**src/rtl/mem_access_ctrl_pkg.sv**
```systemverilog
// mem_access_ctrl_pkg
//   Definitions shared by the memory access controller: the FSM state
//   encoding, the default main store geometry and the saturating counter
//   helper.
package mem_access_ctrl_pkg;

    localparam int ADDR_W_DEFAULT = 5;
    localparam int DATA_W_DEFAULT = 8;
    localparam int COUNT_W        = 8;

    typedef enum logic [1:0] {
        IDLE   = 2'd0,
        ACCESS = 2'd1,
        RESP   = 2'd2
    } state_e;

    // Add one and stick at all-ones.
    function automatic logic [COUNT_W-1:0] sat_inc(input logic [COUNT_W-1:0] v);
        return (v == {COUNT_W{1'b1}}) ? v : v + 1'b1;
    endfunction

endpackage

```
**src/rtl/mem_access_ctrl.sv**
```systemverilog
// mem_access_ctrl
//   Single-access memory controller between a CPU request/response port and
//   a main store with a combinational read. Each access goes
//   IDLE -> ACCESS -> RESP -> IDLE, so one access occupies at least three
//   cycles; requests seen outside IDLE are dropped, not queued.
//
//   Ports
//     clk, rst_n          clock, asynchronous active-low reset
//     req_valid/req_ready request handshake; req_we, req_addr, req_wdata
//     rsp_valid/rsp_ready response handshake; rsp_rdata (read data or
//                         write-data echo)
//     busy                1 whenever the FSM is not in IDLE
//     ms_read, ms_write   one-cycle main store strobes (ACCESS only)
//     ms_address          always the MAR
//     ms_data_i           always the MBR (write data to the store)
//     ms_data_o           store read data for ms_address
//     access_count        completed accesses, saturating at 255
//
//   Handshake rule: a transfer happens on a rising edge where valid and
//   ready are both 1. valid never depends on ready, and once rsp_valid is
//   raised it and rsp_rdata hold until the transfer edge.
module mem_access_ctrl
    import mem_access_ctrl_pkg::*;
#(
    parameter int ADDR_W = ADDR_W_DEFAULT,
    parameter int DATA_W = DATA_W_DEFAULT
) (
    input  logic              clk,
    input  logic              rst_n,
    input  logic              req_valid,
    output logic              req_ready,
    input  logic              req_we,
    input  logic [ADDR_W-1:0] req_addr,
    input  logic [DATA_W-1:0] req_wdata,
    output logic              rsp_valid,
    input  logic              rsp_ready,
    output logic [DATA_W-1:0] rsp_rdata,
    output logic              busy,
    output logic              ms_read,
    output logic              ms_write,
    output logic [ADDR_W-1:0] ms_address,
    output logic [DATA_W-1:0] ms_data_i,
    input  logic [DATA_W-1:0] ms_data_o,
    output logic [7:0]        access_count
);

    state_e            state;
    state_e            state_next;
    logic [ADDR_W-1:0] mar;
    logic [DATA_W-1:0] mbr;
    logic              we;

    // State register.
    always_ff @(posedge clk or negedge rst_n) begin
        if (!rst_n) begin
            state <= IDLE;
        end else begin
            state <= state_next;
        end
    end

    // Next state and outputs. The store strobes are decoded from the state
    // register, so an asynchronous reset during ACCESS removes ms_write
    // before the edge that would commit the write.
    always_comb begin
        state_next = state;
        req_ready  = 1'b0;
        rsp_valid  = 1'b0;
        ms_read    = 1'b0;
        ms_write   = 1'b0;
        busy       = (state != IDLE);
        case (state)
            IDLE: begin
                req_ready = 1'b1;
                if (req_valid) begin
                    state_next = ACCESS;
                end
            end
            ACCESS: begin
                ms_write   = we;
                ms_read    = !we;
                state_next = RESP;
            end
            RESP: begin
                rsp_valid = 1'b1;
                if (rsp_ready) begin
                    state_next = IDLE;
                end
            end
            default: begin
                state_next = IDLE;
            end
        endcase
    end

    // Datapath registers and completion counter.
    always_ff @(posedge clk or negedge rst_n) begin
        if (!rst_n) begin
            mar          <= '0;
            mbr          <= '0;
            we           <= 1'b0;
            access_count <= '0;
        end else begin
            case (state)
                IDLE: begin
                    if (req_valid) begin
                        mar <= req_addr;
                        mbr <= req_wdata;
                        we  <= req_we;
                    end
                end
                ACCESS: begin
                    // A write keeps its data in the MBR so it is echoed back.
                    if (!we) begin
                        mbr <= ms_data_o;
                    end
                end
                RESP: begin
                    if (rsp_ready) begin
                        access_count <= sat_inc(access_count);
                    end
                end
                default: begin
                end
            endcase
        end
    end

    assign ms_address = mar;
    assign ms_data_i  = mbr;
    assign rsp_rdata  = mbr;

endmodule

```
**config.mk**
```make
export PLATFORM = sky130hd
export DESIGN_NAME = mem_access_ctrl
export DESIGN_NICKNAME = d
export VERILOG_FILES = /design/src/rtl/mem_access_ctrl_pkg.sv /design/src/rtl/mem_access_ctrl.sv
export SDC_FILE = /design/constraint.sdc
export NUM_CORES = 1
export LEC_CHECK = 0
export CAP_MARGIN = 25
export CORE_ASPECT_RATIO = 0.9
export CORE_MARGIN = 8
export CORE_UTILIZATION = 40
export DETAILED_ROUTE_END_ITERATION = 10
export HOLD_SLACK_MARGIN = 0.05
export PLACE_DENSITY = 0.79
export SYNTH_ARGS = -nofsm -noshare
export SYNTH_HDL_FRONTEND = slang
export SYNTH_SLANG_ARGS = --single-unit
```
**constraint.sdc**
```tcl
create_clock -name clk -period 1.7 [get_ports clk]
set_input_delay 0.34 -clock clk [delete_from_list [all_inputs] [get_ports clk]]
set_output_delay 0.34 -clock clk [all_outputs]
set_load 0.02 [all_outputs]
```
==> reports/results.md, run 1 <==
| Stage | Parameter | Reported |
|---|---|---|
| routing | Wirelength per Cell | 15.9 um |
| sta | Worst setup skew after layout | 0.000760 ns |
| cts | CTS tree | yes |
| worst hold path | Path class of the lowest-slack min-delay path | in2async |
| run | Maximum Capacitance Violations | 0 |
| global route | Vias in the first global route | 1020 |
| worst setup path | CP Launch Point | ms_data_i[0] |
| worst setup path | Crit-path max cell delay | 0.61 ns |
| sta | Unrepaired setup endpoints after global routing | false |
| pwr | Max IR drop VDD | 0.000935 V |
| cells and area | FILL cells | 258 |
| synthesis | Share of synthesized flip-flops with an asynchronous set or reset | 100% |
| place | Routability-driven placement congestion ratio | 0.854 |
| synthesis | Flip-flop and latch count after synthesis | 24 |
| cts | Deepest clock path buffer count | 2 |
| sta | Final number of max-transition violations | 0 |
| synthesis | Number of instances in the synthesized netlist | 97 |
| cells and area | Post-route design area | 0.00192 mm2 |
| synthesis | Area of the mapped netlist | 0.00124 mm2 |
| pwr | P per Cell Area | 1750 mW/mm2 |
| worst setup path | Cells along the critical path | clkdlybuf4s50_1 |
| floorplan | Core Area | 0.00302 mm2 |
| cells and area | Layout cells sized above 1 | 29.6% |
| worst setup path | Number of buffers and inverters on the critical path | 1 |
| floorplan | Top-level port count | 60 |
| sta | Shortest period the worst path allows | 1.65 ns |
| routing | Count of antenna-violating nets left after detailed routing | 0 |
| floorplan | Initial standard-cell utilization of the core | 41.1% |
| cts | Clk root buf | clkbuf_4 |
| cells and area | Most common cell after layout, fill and taps aside | clkdlybuf4s50_1 |
| place | Detailed Place HPWL | 2480 um |
| worst setup path | Arr. time, crit path | 1.31 ns |
| sta | Worst slew pin tran | 0.358 ns |
| place | Post-place instance area | 0.00189 mm2 |
| worst setup path | Origin of the critical flop-to-flop path | state[0] |
| synthesis | Synth Area per Inst | 12.8 um2 |
| cells and area | Net count of the finished layout | 188 |
| cells and area | Commonest cells after routing, fill and taps aside | clkdlybuf4s50_1, dfrtp_1, mux2_2 |
| worst setup path | Start-to-end type of the worst setup path | reg2out |
| global route | Antenna violations before repair | 0 |
| routing | Detail-routed via count per cell | 4.86 |
| cells and area | N_diodes | 0 |
| routing | WL final | 3200 um |
| sta | Setup TNS | 0 ns |
| cts | Clk Latency, worst-skew pair | 0.31 ns |
| synthesis | Number of distinct library cell variants in the gate-level netlist after synthesis | 32 |
| floorplan | Vert. Die Dim | 68.8 um |
| cts | Cts hold-fix bufs | 0 |
| synthesis | Number of enable flip-flop cells after synthesis | 0 |
| sta | Number of endpoints with negative hold slack in the final report | 0 |
| worst setup path | Startpoint type of the worst setup path | register |
| worst setup path | Data required time at the worst endpoint | 1.36 ns |
| global route | Total routing resource utilization after global routing | 12.8% |
| routing | Iter 0 DRT Violations | 26 |
| routing | Number of iterations in the first detailed-routing pass | 5 |
| global route | Wire length of the first global-routing pass | 4990 um |
| floorplan | Number of rows in the core area | 19 |
| pwr | Leakage Power | 0.940 nW |
| worst setup path | Worst setup EP type | output port |
| cts | Total clock sinks | 24 |
| outcome | Run status | finished, final reports clean |
| worst setup path | Slowest cell on the critical path | clkdlybuf4s50_1 |
| routing | Residual DRC | 0 |
| pwr | Final Power | 3.35 mW |
| synthesis | Synth Flop Type | dfrtp_1 |
| routing | Via count | 976 |
| place | Number of buffers inserted by port buffering | 59 |
| cts | Number of H-tree levels | 1 |
| global route | Grt ovf | 0 |
| synthesis | Post-synthesis sequential area ratio | 48.4% |
| worst setup path | CP delay by family, top | buffers and inverters |
| sta | Headroom to the max-slew limit | 76.0% |
| worst setup path | Critical path peak fanout | 3 |
| cts | Number of CTS-inserted buffers | 3 |
| cells and area | Layout-stage area growth over the synthesis result | 54.3% |
| sta | Setup-failing EPs final | 0 |
| cts | Register clock-pin slew on the reported worst setup and hold paths | 0.12 ns |
| synthesis | Synthesized net count | 124 |
| synthesis | Yosys warns | 0 |
| floorplan | Die Outline Area | 0.00514 mm2 |
| sta | Final cycle utilization of the critical path | 96.9% |
| sta | Maximum operating frequency | 607 MHz |
| global route | Maximum number of pins on one net before global-route repair | 25 |
| floorplan | Die outline width | 74.7 um |
metal layers:
| layer | track usage, % | share of wire, % |
|---|---|---|
| met3 | 3.03 | 8.7 |
| met5 | 0 | 0 |
| met4 | 5.37 | 1.3 |
| met2 | 22.9 | 51 |
| met1 | 14.2 | 39 |
worst register-to-register path, stage by stage (launching register included):
cell and delay [ns]:
dfrtp_2 0.45, buf_4 0.14, buf_4 0.13, a211oi_4 0.23
buf_12 0.16, mux2_2 0.33
registers in the layout, indices dropped and copies added (netlist names):
signal        cells
access_count      8
ms_data_i         8
ms_address        5
state             2
we                1
cells by family after synthesis:
| family | after synthesis | synth area share [%] |
|---|---|---|
| buffers and inverters | 12 | 7.26 |
| DFF | 24 | 48.4 |
| muxes | 24 | 23.6 |
| and+or+nand+nor | 24 | 11.6 |
| AOI/OAI and AO/OA | 8 | 5.34 |
| xor gates and xnor gates | 4 | 2.82 |
| adders and majority gates | 1 | 1.01 |
where the power goes:
group	total, mW	switching (mW)	leakage [nW]	internal (mW)
Combinational	2.06	0.958	0.635	1.11
Clock	0.245	0.162	0.0138	0.0829
Sequential	1.04	0.219	0.291	0.820
repair_timing:
item / in CTS / in global routing
setup buffers: 1 / 1
setup endpoints to repair: 13 / 15
gates resized for setup: 21 / 17
cloned: 0 / 0
worst paths after layout:
path	slack [ns]	end	depth (start not counted)
max reg2reg	0.16	ms_data_i[4]	5
min in group clk	0.53	ms_address[1]	1
max	0.05	rsp_rdata[0]	1
min	0.37	access_count[1]	2
min reg2reg	0.53	ms_address[1]	1
max in group asynchronous	1.08	state[0]	2
cell type report:
class	instances	area, um2	share of cell area, %
Inverter	2	7.51	0.392
Sequential cell	24	602	31.4
Multi-Input combinational cell	61	551	28.7
Tap cell	42	52.6	2.74
Clock buffer	3	22.5	1.18
Timing Repair Buffer	69	681	35.5
cells in the mapped netlist, types with 2 or more instances:
| cell type | instances | area (um2) |
|---|---|---|
| nand3_1 | 3 | 15.0 |
| and3_1 | 2 | 12.5 |
| and2_1 | 2 | 12.5 |
| xor2_1 | 3 | 26.3 |
| mux2_2 | 18 | 203 |
| nand2_1 | 3 | 11.3 |
| buf_6 | 2 | 22.5 |
| dfrtp_1 | 24 | 601 |
| mux2_4 | 6 | 90.1 |
| a211oi_1 | 3 | 22.5 |
| o21ai_0 | 2 | 10.0 |
| nor2_1 | 2 | 7.51 |
| buf_4 | 8 | 60.1 |
per-stage QoR:
stage	utilization (%)	instances	setup WS, ns	hold slack (ns)
finish	63.4	201	0.0520	0.371
global route	63.4	201	0.000120	0.401
CTS	63.0	200	0.00368	0.374
detailed placement	62.5	196	-0.0597	0.495
global placement	62.5	196	-0.0285	0.499
floorplan	-	97	0.120	0.0444
No activity file was read; power rests on OpenSTA's default activity.
==> run 2: changes to the inputs <==
Settings changed: ABC_CLOCK_PERIOD_IN_PS set to 1700.
==> results of run 2 <==
The final DEF is identical to that of run 1; final timing and power are the same.
